### src/rtl/shift_pkg.sv
// -----------------------------------------------------------------------------
// shift_pkg -- shared definitions for the shift stage.
//   W        : data width (8)
//   DEPTH    : result buffer depth (2)
//   op_t     : operation encodings (SLL, SRL, SRA, illegal)
//   result_t : one buffered result {y, c, z, n, err}
//   buf_state_t : buffer occupancy; the encoding doubles as the entry count
// -----------------------------------------------------------------------------
package shift_pkg;

    localparam int W     = 8;
    localparam int DEPTH = 2;

    typedef enum logic [1:0] {
        OP_SLL = 2'b00,
        OP_SRL = 2'b01,
        OP_SRA = 2'b10,
        OP_ILL = 2'b11
    } op_t;

    typedef struct packed {
        logic [W-1:0] y;
        logic         c;
        logic         z;
        logic         n;
        logic         err;
    } result_t;

    // Encoded so that the state value is the number of valid entries.
    typedef enum logic [1:0] {
        BUF_EMPTY = 2'd0,
        BUF_ONE   = 2'd1,
        BUF_FULL  = 2'd2
    } buf_state_t;

endpackage

### src/rtl/shift_flags.sv
// -----------------------------------------------------------------------------
// shift_flags -- selects the shifter output for the requested op and derives
// carry, zero, negative and illegal-op flags.
//   a, shamt, op         : request operands
//   sll_y, srl_y, sra_y  : precomputed shifter outputs
//   res                  : packed result {y, c, z, n, err}
// -----------------------------------------------------------------------------
module shift_flags
    import shift_pkg::*;
(
    input  logic [W-1:0] a,
    input  logic [2:0]   shamt,
    input  logic [1:0]   op,
    input  logic [W-1:0] sll_y,
    input  logic [W-1:0] srl_y,
    input  logic [W-1:0] sra_y,
    output result_t      res
);

    // Last bit shifted out: a[8-s] for left shifts, a[s-1] for right shifts.
    // 3-bit wraparound gives 8-s directly; s==0 is masked below so the
    // out-of-range case never reaches the carry.
    logic [2:0] left_idx;
    logic [2:0] right_idx;
    logic       shamt_nz;

    assign left_idx  = 3'd0 - shamt;
    assign right_idx = shamt - 3'd1;
    assign shamt_nz  = (shamt != 3'd0);

    always_comb begin
        res = '0;
        unique case (op_t'(op))
            OP_SLL: begin
                res.y = sll_y;
                res.c = shamt_nz & a[left_idx];
            end
            OP_SRL: begin
                res.y = srl_y;
                res.c = shamt_nz & a[right_idx];
            end
            OP_SRA: begin
                res.y = sra_y;
                res.c = shamt_nz & a[right_idx];
            end
            default: begin
                // Illegal op passes the operand through and raises err.
                res.y   = a;
                res.err = 1'b1;
            end
        endcase
        res.z = (res.y == '0);
        res.n = res.y[W-1];
    end

endmodule

### src/rtl/sll8.sv
// -----------------------------------------------------------------------------
// sll8 -- 8-bit logical left shifter.
//   a : operand, s : shift amount 0..7, y : a << s
// -----------------------------------------------------------------------------
module sll8 (
    input  logic [7:0] a,
    input  logic [2:0] s,
    output logic [7:0] y
);
    assign y = a << s;
endmodule

### src/rtl/sra8.sv
// -----------------------------------------------------------------------------
// sra8 -- 8-bit arithmetic right shifter.
//   a : operand, s : shift amount 0..7, y : a >>> s (sign-filled)
// -----------------------------------------------------------------------------
module sra8 (
    input  logic [7:0] a,
    input  logic [2:0] s,
    output logic [7:0] y
);
    assign y = 8'($signed(a) >>> s);
endmodule

### src/rtl/srl8.sv
// -----------------------------------------------------------------------------
// srl8 -- 8-bit logical right shifter.
//   a : operand, s : shift amount 0..7, y : a >> s (zero-filled)
// -----------------------------------------------------------------------------
module srl8 (
    input  logic [7:0] a,
    input  logic [2:0] s,
    output logic [7:0] y
);
    assign y = a >> s;
endmodule

### src/rtl/shift_stage.sv
// -----------------------------------------------------------------------------
// shift_stage -- valid/ready shift unit with a 2-entry in-order result buffer.
//   clk, rst                     : clock, synchronous active-high reset
//   in_valid/in_ready            : request handshake
//   in_a, in_shamt, in_op        : operand, shift amount, operation
//   out_valid/out_ready          : result handshake
//   out_y, out_c, out_z, out_n, out_err : oldest buffered result and flags
// Results are computed combinationally and written into the buffer on
// acceptance, so a request accepted into an empty buffer is visible right
// after its accepting edge. in_ready depends only on occupancy (and reset),
// never on out_ready.
// -----------------------------------------------------------------------------
module shift_stage
    import shift_pkg::*;
(
    input  logic         clk,
    input  logic         rst,
    input  logic         in_valid,
    output logic         in_ready,
    input  logic [W-1:0] in_a,
    input  logic [2:0]   in_shamt,
    input  logic [1:0]   in_op,
    output logic         out_valid,
    input  logic         out_ready,
    output logic [W-1:0] out_y,
    output logic         out_c,
    output logic         out_z,
    output logic         out_n,
    output logic         out_err
);

    logic [W-1:0] sll_y;
    logic [W-1:0] srl_y;
    logic [W-1:0] sra_y;
    result_t      new_res;

    sll8 u_sll (.a(in_a), .s(in_shamt), .y(sll_y));
    srl8 u_srl (.a(in_a), .s(in_shamt), .y(srl_y));
    sra8 u_sra (.a(in_a), .s(in_shamt), .y(sra_y));

    shift_flags u_flags (
        .a     (in_a),
        .shamt (in_shamt),
        .op    (in_op),
        .sll_y (sll_y),
        .srl_y (srl_y),
        .sra_y (sra_y),
        .res   (new_res)
    );

    // ---------------------------------------------------------------------
    // Result buffer
    // ---------------------------------------------------------------------
    result_t    buf_mem [DEPTH];
    logic       wr_ptr_reg;
    logic       rd_ptr_reg;
    buf_state_t state_reg;
    buf_state_t state_next;
    logic       push;
    logic       pop;
    result_t    head;

    assign in_ready  = (state_reg != BUF_FULL)  && !rst;
    assign out_valid = (state_reg != BUF_EMPTY) && !rst;

    assign push = in_valid  && in_ready;
    assign pop  = out_valid && out_ready;

    always_comb begin
        state_next = state_reg;
        if (push && !pop) begin
            unique case (state_reg)
                BUF_EMPTY: state_next = BUF_ONE;
                BUF_ONE:   state_next = BUF_FULL;
                default:   state_next = state_reg;
            endcase
        end else if (pop && !push) begin
            unique case (state_reg)
                BUF_FULL: state_next = BUF_ONE;
                BUF_ONE:  state_next = BUF_EMPTY;
                default:  state_next = state_reg;
            endcase
        end
    end

    always_ff @(posedge clk) begin
        if (rst) begin
            state_reg  <= BUF_EMPTY;
            wr_ptr_reg <= 1'b0;
            rd_ptr_reg <= 1'b0;
            for (int i = 0; i < DEPTH; i++) begin
                buf_mem[i] <= '0;
            end
        end else begin
            state_reg <= state_next;
            if (push) begin
                buf_mem[wr_ptr_reg] <= new_res;
                wr_ptr_reg          <= wr_ptr_reg + 1'b1;
            end
            if (pop) begin
                rd_ptr_reg <= rd_ptr_reg + 1'b1;
            end
        end
    end

    // Head entry only changes on pop, push-into-empty or reset, so the
    // outputs hold steady while the consumer stalls.
    assign head    = buf_mem[rd_ptr_reg];
    assign out_y   = head.y;
    assign out_c   = head.c;
    assign out_z   = head.z;
    assign out_n   = head.n;
    assign out_err = head.err;

endmodule

### config.mk
export PLATFORM = sky130hd
export DESIGN_NAME = shift_stage
export DESIGN_NICKNAME = d
export VERILOG_FILES = /design/src/rtl/shift_pkg.sv /design/src/rtl/shift_flags.sv /design/src/rtl/sll8.sv /design/src/rtl/sra8.sv /design/src/rtl/srl8.sv /design/src/rtl/shift_stage.sv
export SDC_FILE = /design/constraint.sdc
export NUM_CORES = 1
export LEC_CHECK = 0
export CAP_MARGIN = 20
export CELL_PAD_IN_SITES_DETAIL_PLACEMENT = 0
export CELL_PAD_IN_SITES_GLOBAL_PLACEMENT = 1
export CORE_MARGIN = 2
export CORE_UTILIZATION = 35
export CTS_BUF_LIST = sky130_fd_sc_hd__clkbuf_8
export CTS_CLUSTER_DIAMETER = 40
export DETAILED_ROUTE_END_ITERATION = 16
export MAX_ROUTING_LAYER = met4
export PLACE_DENSITY_LB_ADDON = 0.25
export REMOVE_ABC_BUFFERS = 1
export SETUP_SLACK_MARGIN = 0.2
export SLEW_MARGIN = 10
export SYNTH_ARGS = -nofsm -noshare
export SYNTH_HDL_FRONTEND = slang
export SYNTH_HIERARCHICAL = 1
export SYNTH_SLANG_ARGS = --single-unit
### constraint.sdc
create_clock -name clk -period 5.8 [get_ports clk]
set_input_delay 1.74 -clock clk [delete_from_list [all_inputs] [get_ports clk]]
set_output_delay 1.74 -clock clk [all_outputs]
set_load 0.05 [all_outputs]
==> flow_metrics.py <==
metrics = {
    "place": {
        "dp_cells": 376,
        "io_buffers": 30,
        "place_hpwl_mm": 4.16,
        "gp_congestion": 0.803,
    },
    "global_route": {
        "grt_pass1_wl_mm": 10.1,
        "antenna_found_initial": 0,
        "track_usage_pct": 15.6,
        "overflow": 0,
        "grt_pass1_vias": 1955,
        "grt_max_degree": 34,
    },
    "routing": {
        "viasPerCell": 5.21,
        "vias": 2001,
        "wl_mm": 6.06,
        "dr.first_iter.drc_count": 121,
        "drcViolationCount": 0,
        "ant_nets": 0,
        "drtPass1Iterations": 5,
        "wire_per_inst_um": 15.8,
    },
    "synth": {
        "yosysSeqAreaShare_pct": 31.3,
        "dominantRegCellSynth": "edfxtp_1",
        "synth_top_area_share_pct": 27.5,
        "async_reset_ff_share_pct": 0,
        "synth-edff-count": 24,
        "ys_warn_count": 6,
        "synth.ff_latch_count": 29,
        "yosysUniqueCellTypes": 45,
        "synth_most_common_cell": "nor2_1",
        "ys_top_cells_by_area": "edfxtp_1 (27%), mux2_2 (8.6%), mux4_2 (7.7%)",
        "netlist_area_um2": 2630,
        "synthCells": 261,
        "synth_top_cell_by_area": "edfxtp_1",
        "synth_common_cells": "nor2_1 (34), nand2_1 (25), edfxtp_1 (24)",
        "syn_avg_cell_area_um2": 10.1,
    },
    "critical_path": {
        "worst-setup-path-type": "in2out",
        "cp.depth": 3,
        "reg2regPathDepth": 7,
        "cp_top_family": "buffers and inverters",
        "path_cells": "clkdlybuf4s50_1, nor2_1, clkdlybuf4s50_1",
        "cp_data_required_time_ns": 4.06,
        "path_max_fanout": 11,
        "cp-end-kind": "output pin",
        "path_common_cell": "clkdlybuf4s50_1",
        "cp-start-kind": "primary input",
        "crit_arrival_ns": 3.36,
        "max_stage_delay_ns": 0.82,
        "r2r_setup_slack_ns": 4.26,
        "worst-path-buf-inv": 2,
        "slowest_stage": "clkdlybuf4s50_1",
    },
    "sta": {
        "period_needed_ns": 5.10,
        "skew_ns": 0.00545,
        "slew_headroom_pct": 59.7,
        "hold_viol": 0,
        "finalSetupViolCount": 0,
        "tns_ns": 0,
        "whs_ns": 0.511,
        "worstMarginPinSlew_ns": 0.603,
        "fmax_ghz": 0.196,
        "final_max_slew_viol_count": 0,
        "period_share_pct": 88.0,
        "rsz0062_at_grt": "false",
    },
    "worst_hold_path": {
        "hold_class": "reg2reg",
        "whs_path_depth": 2,
    },
    "clocking": {
        "cts_resized": 0,
        "clkLatencyLatePin_ns": 0.27,
        "path_clk_slew_ns": 0.06,
        "cts-root-buf": "clkbuf_8",
        "holdBufCountCts": 0,
        "h-tree-depth": 2,
        "clock_path_buffers": 2,
        "cts_tree": "yes",
        "cts.sink_count": 29,
        "numCtsBuffers": 5,
        "post_cts_buffers": 0,
    },
    "floorplanning": {
        "rows": 31,
        "die_w_um": 90.6,
        "die_area_um2": 8210,
        "dieHeight_um": 90.6,
        "ios": 31,
        "start_util_pct": 36.2,
        "core_um2": 7250,
    },
    "finish": {
        "n_fill_cell": 741,
        "nets": 308,
        "multi_input_area_um2": 1590,
        "largest_reg_flops": 24,
        "syn_to_final_growth_pct": 16.0,
        "diodes": 0,
        "drive_gt1_share_pct": 20.4,
        "layout.cells.non_filler": 384,
        "register_area_um2": 821,
    },
    "power_and_ir_drop": {
        "power_density_nw_per_um2": 204,
        "vdd_drop_max_v": 0.0000800,
        "p_leak_nw": 1.18,
        "power_w": 0.000620,
    },
    "outcome": {
        "status": "finished clean",
    },
    "flow_run": {
        "drv_cap": 0,
    },
}
power breakdown:
group	switching [W]	leakage, nW	internal, W	total (W)
Combinational	0.000112	0.824	0.0000858	0.000198
Sequential	0.00000441	0.297	0.000240	0.000245
Clock	0.0000712	0.0542	0.000107	0.000178
kinds of logic (layout without fill, tap and decap cells):
family                   after synthesis  count (layout)  share of synthesized area (%)
multiplexers                          60              60                           29.8
XOR/XNOR                               1               1                          0.334
AND/OR/NAND/NOR                       88              88                           16.0
buffers and inverters                 36              60                           8.20
flip-flops                            29              29                           31.3
AO/OA/AOI/OAI                         40              40                           11.1
adder cells (fa/ha/maj)                7               7                           3.34
cell usage in the layout (no fill, tap or decap), drive strengths merged, types with 5 or more instances in the layout:
cell type,n
mux2i,20
clkbuf,7
a222oi,7
mux2,31
clkdlybuf4s50,30
nor2,35
ha,7
buf,7
dfxtp,5
inv,15
nand2,26
a211oi,5
o21ai,8
edfxtp,24
mux4,9
nor2b,5
routing by layer:
| layer | global-route usage (%) | routed length (um) | up-vias |
|---|---|---|---|
| li1 | - | - | 1008 |
| met3 | 2.00 | 224 | 4 |
| met2 | 24.6 | 2930 | 48 |
| met1 | 21.1 | 2850 | 941 |
| met4 | 4.23 | 51 | 0 |
| met5 | - | 0 | - |
metrics by stage:
stage	setup WS [ns]	utilization [%]	cell area [um2]
2_1_floorplan	1.63	-	2470
6_report	0.697	42.0	3040
3_3_place_gp	0.719	40.6	2940
4_1_cts	0.688	42.0	3040
5_1_grt	0.595	42.0	3040
3_5_place_dp	0.695	40.6	2940
area by class of cell:
| cell class | instances | share of cell area (%) |
|---|---|---|
| Tap cell | 99 | 4.07 |
| Clock inverter | 1 | 0.164 |
| Inverter | 15 | 1.85 |
| Sequential cell | 29 | 27.0 |
| Multi-Input combinational cell | 196 | 52.2 |
| Timing Repair Buffer | 37 | 11.6 |
| Clock buffer | 7 | 3.16 |
worst paths after layout:
check / endpoint / start
worst min-delay path: rd_ptr_reg / rd_ptr_reg
worst max-delay path: out_valid / rst
worst max register to register: state_reg[1] / state_reg[1]
worst min register to register: rd_ptr_reg / rd_ptr_reg
tightest hold or removal path, delay by kind of cell, from the launching register on:
| family | cells | cell delay, ns |
|---|---|---|
| DFF | 1 | 0.33 |
| xor gates and xnor gates | 1 | 0.08 |
| and+or+nand+nor | 1 | 0.07 |
(Power assumes the default switching activity.)
